**src/rtl/trng_uart_tx.sv**
```systemverilog
// trng_uart_tx: FIFO-buffered UART transmitter, LSB first, runtime divisor/parity/stop/RTS.
// Define TRNG_UART_TX_PARITY_EN to build the parity state and honour i_parity_mode.
module trng_uart_tx #(
  parameter int unsigned DATA_BITS  = 8,
  parameter int unsigned FIFO_DEPTH = 16,
  parameter int unsigned DIV_WIDTH  = 16
) (
  input  logic                        i_clk,
  input  logic                        i_reset,
  input  logic [DIV_WIDTH-1:0]        i_cycles_per_bit,
  input  logic [1:0]                  i_parity_mode,
  input  logic                        i_two_stop,
  input  logic                        i_serial_rts_n,
  input  logic [DATA_BITS-1:0]        i_dat,
  input  logic                        i_write,
  output logic                        o_ready,
  output logic                        o_serial_data,
  output logic                        o_busy,
  output logic [$clog2(FIFO_DEPTH):0] o_level,
  output logic                        o_overflow
);
  localparam int unsigned AW = $clog2(FIFO_DEPTH);
  localparam int unsigned LW = AW + 1;
  localparam int unsigned IW = 4;

  typedef enum logic [2:0] {IDLE, START, DATA, PARITY, STOP} state_t;

  logic [DATA_BITS-1:0] mem [FIFO_DEPTH];
  logic [AW-1:0]        wr_ptr, rd_ptr;
  logic [LW-1:0]        level_q, level_d;
  logic                 push, pop, load, start_ok, bit_done;
  logic [DATA_BITS-1:0] head;
  logic [DIV_WIDTH-1:0] div_clamp;

  state_t               state_q, state_d;
  logic [DIV_WIDTH-1:0] cnt_q, cnt_d, div_q, div_d;
  logic [IW-1:0]        idx_q, idx_d;
  logic [DATA_BITS-1:0] shreg_q, shreg_d;
  logic                 two_stop_q, two_stop_d;
  logic                 line_d, busy_d;
`ifdef TRNG_UART_TX_PARITY_EN
  logic                 par_en_q, par_en_d, par_bit_q, par_bit_d;
`else
  logic                 unused_parity_mode;
  assign unused_parity_mode = ^i_parity_mode;
`endif

  assign o_ready   = level_q != LW'(FIFO_DEPTH);
  assign o_level   = level_q;
  assign push      = i_write && o_ready;
  assign head      = mem[rd_ptr];
  assign start_ok  = (level_q != '0) && !i_serial_rts_n;
  assign bit_done  = cnt_q == (div_q - DIV_WIDTH'(1));
  assign div_clamp = (i_cycles_per_bit < DIV_WIDTH'(2)) ? DIV_WIDTH'(2) : i_cycles_per_bit;

  // FIFO storage is not reset; occupancy is tracked by level_q.
  always_ff @(posedge i_clk) begin
    if (push) mem[wr_ptr] <= i_dat;
  end

  always_ff @(posedge i_clk) begin
    if (i_reset) begin
      wr_ptr     <= '0;
      rd_ptr     <= '0;
      o_overflow <= 1'b0;
    end else begin
      if (push) wr_ptr <= wr_ptr + AW'(1);
      if (pop)  rd_ptr <= rd_ptr + AW'(1);
      o_overflow <= i_write && !o_ready;
    end
  end

  // Next-state, FIFO pop and next line value; the line register mirrors state_d.
  always_comb begin
    state_d    = state_q;
    cnt_d      = '0;
    div_d      = div_q;
    idx_d      = idx_q;
    shreg_d    = shreg_q;
    two_stop_d = two_stop_q;
`ifdef TRNG_UART_TX_PARITY_EN
    par_en_d   = par_en_q;
    par_bit_d  = par_bit_q;
`endif
    load       = 1'b0;
    if (state_q != IDLE) cnt_d = bit_done ? '0 : cnt_q + DIV_WIDTH'(1);

    case (state_q)
      IDLE:   load = start_ok;
      START:  if (bit_done) state_d = DATA;
      DATA: begin
        if (bit_done) begin
          shreg_d = shreg_q >> 1;
          if (idx_q == IW'(DATA_BITS - 1)) begin
            idx_d = '0;
`ifdef TRNG_UART_TX_PARITY_EN
            state_d = par_en_q ? PARITY : STOP;
`else
            state_d = STOP;
`endif
          end else begin
            idx_d = idx_q + IW'(1);
          end
        end
      end
      PARITY: if (bit_done) state_d = STOP;
      STOP: begin
        if (bit_done) begin
          if (two_stop_q && (idx_q == '0)) idx_d = IW'(1);
          else if (start_ok)               load  = 1'b1;
          else                             state_d = IDLE;
        end
      end
      default: state_d = IDLE;
    endcase

    if (load) begin
      state_d    = START;
      cnt_d      = '0;
      idx_d      = '0;
      div_d      = div_clamp;
      shreg_d    = head;
      two_stop_d = i_two_stop;
`ifdef TRNG_UART_TX_PARITY_EN
      par_en_d   = ^i_parity_mode;
      par_bit_d  = i_parity_mode[1] ? ~^head : ^head;
`endif
    end
    pop = load;

    level_d = level_q;
    if (push && !pop)      level_d = level_q + LW'(1);
    else if (pop && !push) level_d = level_q - LW'(1);

    case (state_d)
      START:   line_d = 1'b0;
      DATA:    line_d = shreg_d[0];
`ifdef TRNG_UART_TX_PARITY_EN
      PARITY:  line_d = par_bit_d;
`endif
      default: line_d = 1'b1;
    endcase
    busy_d = (state_d != IDLE) || (level_d != '0);
  end

  always_ff @(posedge i_clk) begin
    if (i_reset) begin
      state_q       <= IDLE;
      cnt_q         <= '0;
      div_q         <= DIV_WIDTH'(2);
      idx_q         <= '0;
      shreg_q       <= '0;
      two_stop_q    <= 1'b0;
      level_q       <= '0;
      o_serial_data <= 1'b1;
      o_busy        <= 1'b0;
`ifdef TRNG_UART_TX_PARITY_EN
      par_en_q      <= 1'b0;
      par_bit_q     <= 1'b0;
`endif
    end else begin
      state_q       <= state_d;
      cnt_q         <= cnt_d;
      div_q         <= div_d;
      idx_q         <= idx_d;
      shreg_q       <= shreg_d;
      two_stop_q    <= two_stop_d;
      level_q       <= level_d;
      o_serial_data <= line_d;
      o_busy        <= busy_d;
`ifdef TRNG_UART_TX_PARITY_EN
      par_en_q      <= par_en_d;
      par_bit_q     <= par_bit_d;
`endif
    end
  end
endmodule
```
**config.mk**
```make
export PLATFORM = sky130hd
export DESIGN_NAME = trng_uart_tx
export DESIGN_NICKNAME = d
export VERILOG_FILES = /design/src/rtl/trng_uart_tx.sv
export SDC_FILE = /design/constraint.sdc
export NUM_CORES = 1
export LEC_CHECK = 0
export BUFFER_PORTS_ARGS = -buffer_cell sky130_fd_sc_hd__clkbuf_2
export CORE_MARGIN = 2
export CORE_UTILIZATION = 55
export CTS_BUF_LIST = sky130_fd_sc_hd__clkbuf_8
export DETAILED_ROUTE_END_ITERATION = 10
export GPL_TIMING_DRIVEN = 0
export MAX_ROUTING_LAYER = met4
export PLACE_DENSITY_LB_ADDON = 0.08
export SYNTH_ARGS = -nofsm -noshare
export SYNTH_HDL_FRONTEND = slang
export SYNTH_SLANG_ARGS = --single-unit
```
**constraint.sdc**
```tcl
create_clock -name i_clk -period 3.1 [get_ports i_clk]
set_input_delay 0.465 -clock i_clk [delete_from_list [all_inputs] [get_ports i_clk]]
set_output_delay 0.465 -clock i_clk [all_outputs]
set_load 0.03 [all_outputs]
```
==> flow_summary.ini <==
[yosys]
synth_fp_nets = 696
synth_top_cell_area_share_pct = 44.85
asyncSetResetFlopFracSynth_pct = 0
count_of_flip_flops_with_a_built_in_enable_after_synthesis = 128
post_synth_num_cell_types = 64
synthTopCellsByArea = edfxtp_1 (45%), dfxtp_1 (16%), mux4_2 (11%), nand2_1 (3.1%), xnor2_1 (2.7%)
synth_area_per_cell_um2 = 13.10
syn_area_um2 = 8569
syn_inst = 654
yosys.area_share.adder_pct = 1.606
muxShareOfSynthArea_pct = 10.76
xor_and_xnor_area_share_after_synthesis_pct = 4.190
synth_compound_gate_area_share_pct = 7.490
yosys_register_bits = 196
largest_family_of_logic_cells_by_synthesized_area = simple AND/OR/NAND/NOR gates
ys_warn_count = 0
synth_simple_gate_area_share_pct = 13.05
yosysSeqAreaShare_pct = 60.74
postSynth.topFlopCell = edfxtp_1
cell_type_with_the_highest_aggregate_area_in_the_netlist = edfxtp_1

[route]
detail_route.wl_per_cell_um = 20.06
detail_route.first_pass.iterations = 4
routed_via_density = 5.919
detail-route-antenna-nets = 0
drc_errors = 0
route.final.wire_length_um = 18780
drt-initial-drc-count = 529
routed-via-count = 5540

[timing]
finalHoldViolations = 0
skew_ps = 16.02
maxClockFrequency_mhz = 319.7
timing_worst_slew_pin_value_ps = 862.9
fin_crit_sh_pct = 100.9
final-setup-viol-count = 3
maxSlewViolCount = 0
period_minus_slack_ps = 3128
setup_slack_ps = -27.72
rsz_0062_raised_after_global_routing = yes
timing.slew.headroom_pct = 42.47

[final_layout]
layout_overhead_on_the_synthesized_area_pct = 16.56
layout_commonest_cell = edfxtp_1
fin_nets = 777
antenna_cells = 0
post_route_cells_drive_above_1_share_pct = 26.87
post_route_insts_no_fill = 936
most-common-layout-cells = edfxtp_1 (128), nand2_1 (67), dfxtp_1 (62)
final_cell_area_um2 = 9988

[setup_path]
worst_path_top_cell_family_by_delay = compound AO/OA/AOI/OAI gates
setup.worst_path.end_class = flip-flop
cp.buffers_inverters = 1
worstPathCellList = or4_4 -> or4_4 -> a211o_1 -> a31oi_4 -> buf_6 -> nand3_4 -> o31ai_1 -> o2111a_1 -> a41oi_1
crit-reg2reg-capture = o_busy
setup.worst_path.start_class = flip-flop
cp_slowest_stage_delay_ps = 550
r2r_cells = 9
timing.setup.critical_path_class = flip-flop to flip-flop
worst_r2r_startpoint = div_q[11]
worst-endpoint-arrival_ps = 3460
timing.reg2reg.setup_slack_ps = -30
timing.critical_path.fanout_max = 6
critPathSlowestCell = or4_4
critical_path.most_common_cell = or4_4
worst_ep_required_time_ps = 3430

[placed_design]
hpwl_um = 12530
buffer_ports.inserted = 36
placed_insts = 878
gp_congestion = 0.8721
place_worst_setup_slack_ps = -394.4
place_area_um2 = 8985

[die]
die_w_um = 128.8
initial_standard_cell_utilization_of_the_core_pct = 56.37
vert_die_dim_um = 128.8
die_area_um2 = 16600
placement_rows = 45
i_o_pins = 40
core-area_um2 = 15200

[run_status]
failed_checks = negative setup slack
outcome = complete, but fails checks

[global_routing]
grt_start_max_net_pins = 20
grtUsageTotal_pct = 24.33
first_pass_grt_wire_length_um = 28860
grt_antenna_before_repair = 0
grt_pass1_vias = 5416
globalRouteOverflowTotal = 0

[run]
number_of_max_cap_violations = 0

[min_path]
launch_point_of_the_worst_hold_path = i_cycles_per_bit[1]
worst_hold_path.num_cells = 3
hp-class = primary input to flip-flop
hold-path-endpoint = div_q[1]

[cts]
max-clock-path-buffers = 2
clk_sink_count = 196
cts_made_buffers = 17
htree_levels = 4
clk-insertion-delay-late_ps = 470
cts_root_buffer = clkbuf_8
tritoncts = done
path_clk_slew_ps = 110

[power_and_ir_drop]
fin_total_pwr_mw = 7.052
power_density_nw_per_um2 = 706.0
total_leakage_power_nw = 3.255
irDropWorstVdd_uv = 444.5
[worst max path at each step]
stage / slack, ps / end / startpoint / cells after the start
2_1_floorplan: 60 / mem[3][0] / o_level[0] / 7
3_3_place_gp: -320 / o_busy / div_q[0] / 12
3_5_place_dp: -390 / shreg_q[7] / div_q[0] / 12
4_1_cts: -60 / o_busy / div_q[11] / 9
5_1_grt: -220 / mem[4][1] / o_level[0] / 7
6_report: -30 / o_busy / div_q[11] / 9
[Yosys cell counts (all sizes together), types with 5 or more instances]
cell type	count
edfxtp	128
nor2	60
o21ai	15
nor3	20
xnor2	26
ha	11
nand4	11
dfxtp	68
mux4	40
xor2	15
buf	9
and3	8
nor4	11
a211oi	5
inv	12
nand2b	6
and2	5
nand2	71
clkbuf	24
a21oi	37
a22oi	9
nand3	13
[layout make-up]
type                       instances  area [um^2]
buffer                            30        155.1
clock buffer                      17        234.0
clock inverter                    15        160.2
fill                            1085         5214
inverter                          12        45.04
multi-input combinational        413         3445
sequential                       196         5218
tap                              188        235.2
timing repair buffer              65        496.7
[logic make-up after synthesis]
family | after synthesis
mux | 42
xor+xnor | 41
simple gates | 223
compound gates | 96
fa+ha+maj | 11
flops | 196
buf+inv | 45
[state kept, by name, indices dropped and copies added (netlist names), named ones only]
name / count
cnt_q: 16
div_q: 16
idx_q: 4
mem: 128
o_busy: 1
o_level: 5
o_overflow: 1
o_serial_data: 1
rd_ptr: 4
shreg_q: 8
state_q: 3
two_stop_q: 1
wr_ptr: 4
[through the flow]
step	util (%)	hold WS [ps]	setup TNS [ps]
6_report	65.70	230.6	-47.82
5_1_grt	65.70	207.7	-11600
4_1_cts	62.65	188.0	-192.8
3_5_place_dp	59.10	448.5	-27520
3_3_place_gp	59.10	439.2	-19140
2_1_floorplan	-	431.2	0
[worst min-delay path, stage by stage]
cell	delay [ps]
clkbuf_2	90
inv_1	50
a31oi_1	70
[report_power, final]
| part | internal (mW) | switching [mW] | total, mW |
|---|---|---|---|
| logic | 1.06 | 1.23 | 2.28 |
| clock network | 0.677 | 0.977 | 1.65 |
| registers | 2.95 | 0.167 | 3.12 |
| total | 4.68 | 2.37 | 7.05 |
[per-layer routing]
| metal | global-route usage (%) | routed length, um |
|---|---|---|
| met5 | - | 0 |
| met4 | 9.591 | 395 |
| met3 | 4.948 | 893 |
| met2 | 39.84 | 9637 |
| met1 | 29.96 | 7851 |
[timing repair]
action | 4_1_cts | 5_1_grt
setup endpoints to repair | 88 | 190
hold buffers | 0 | 0
pin swaps | 11 | 16
resized for setup | 19 | 73
cloned | 0 | 2
hold endpoints to repair | 0 | 0
buffers inserted | 11 | 16
(Power assumes the default switching activity.)
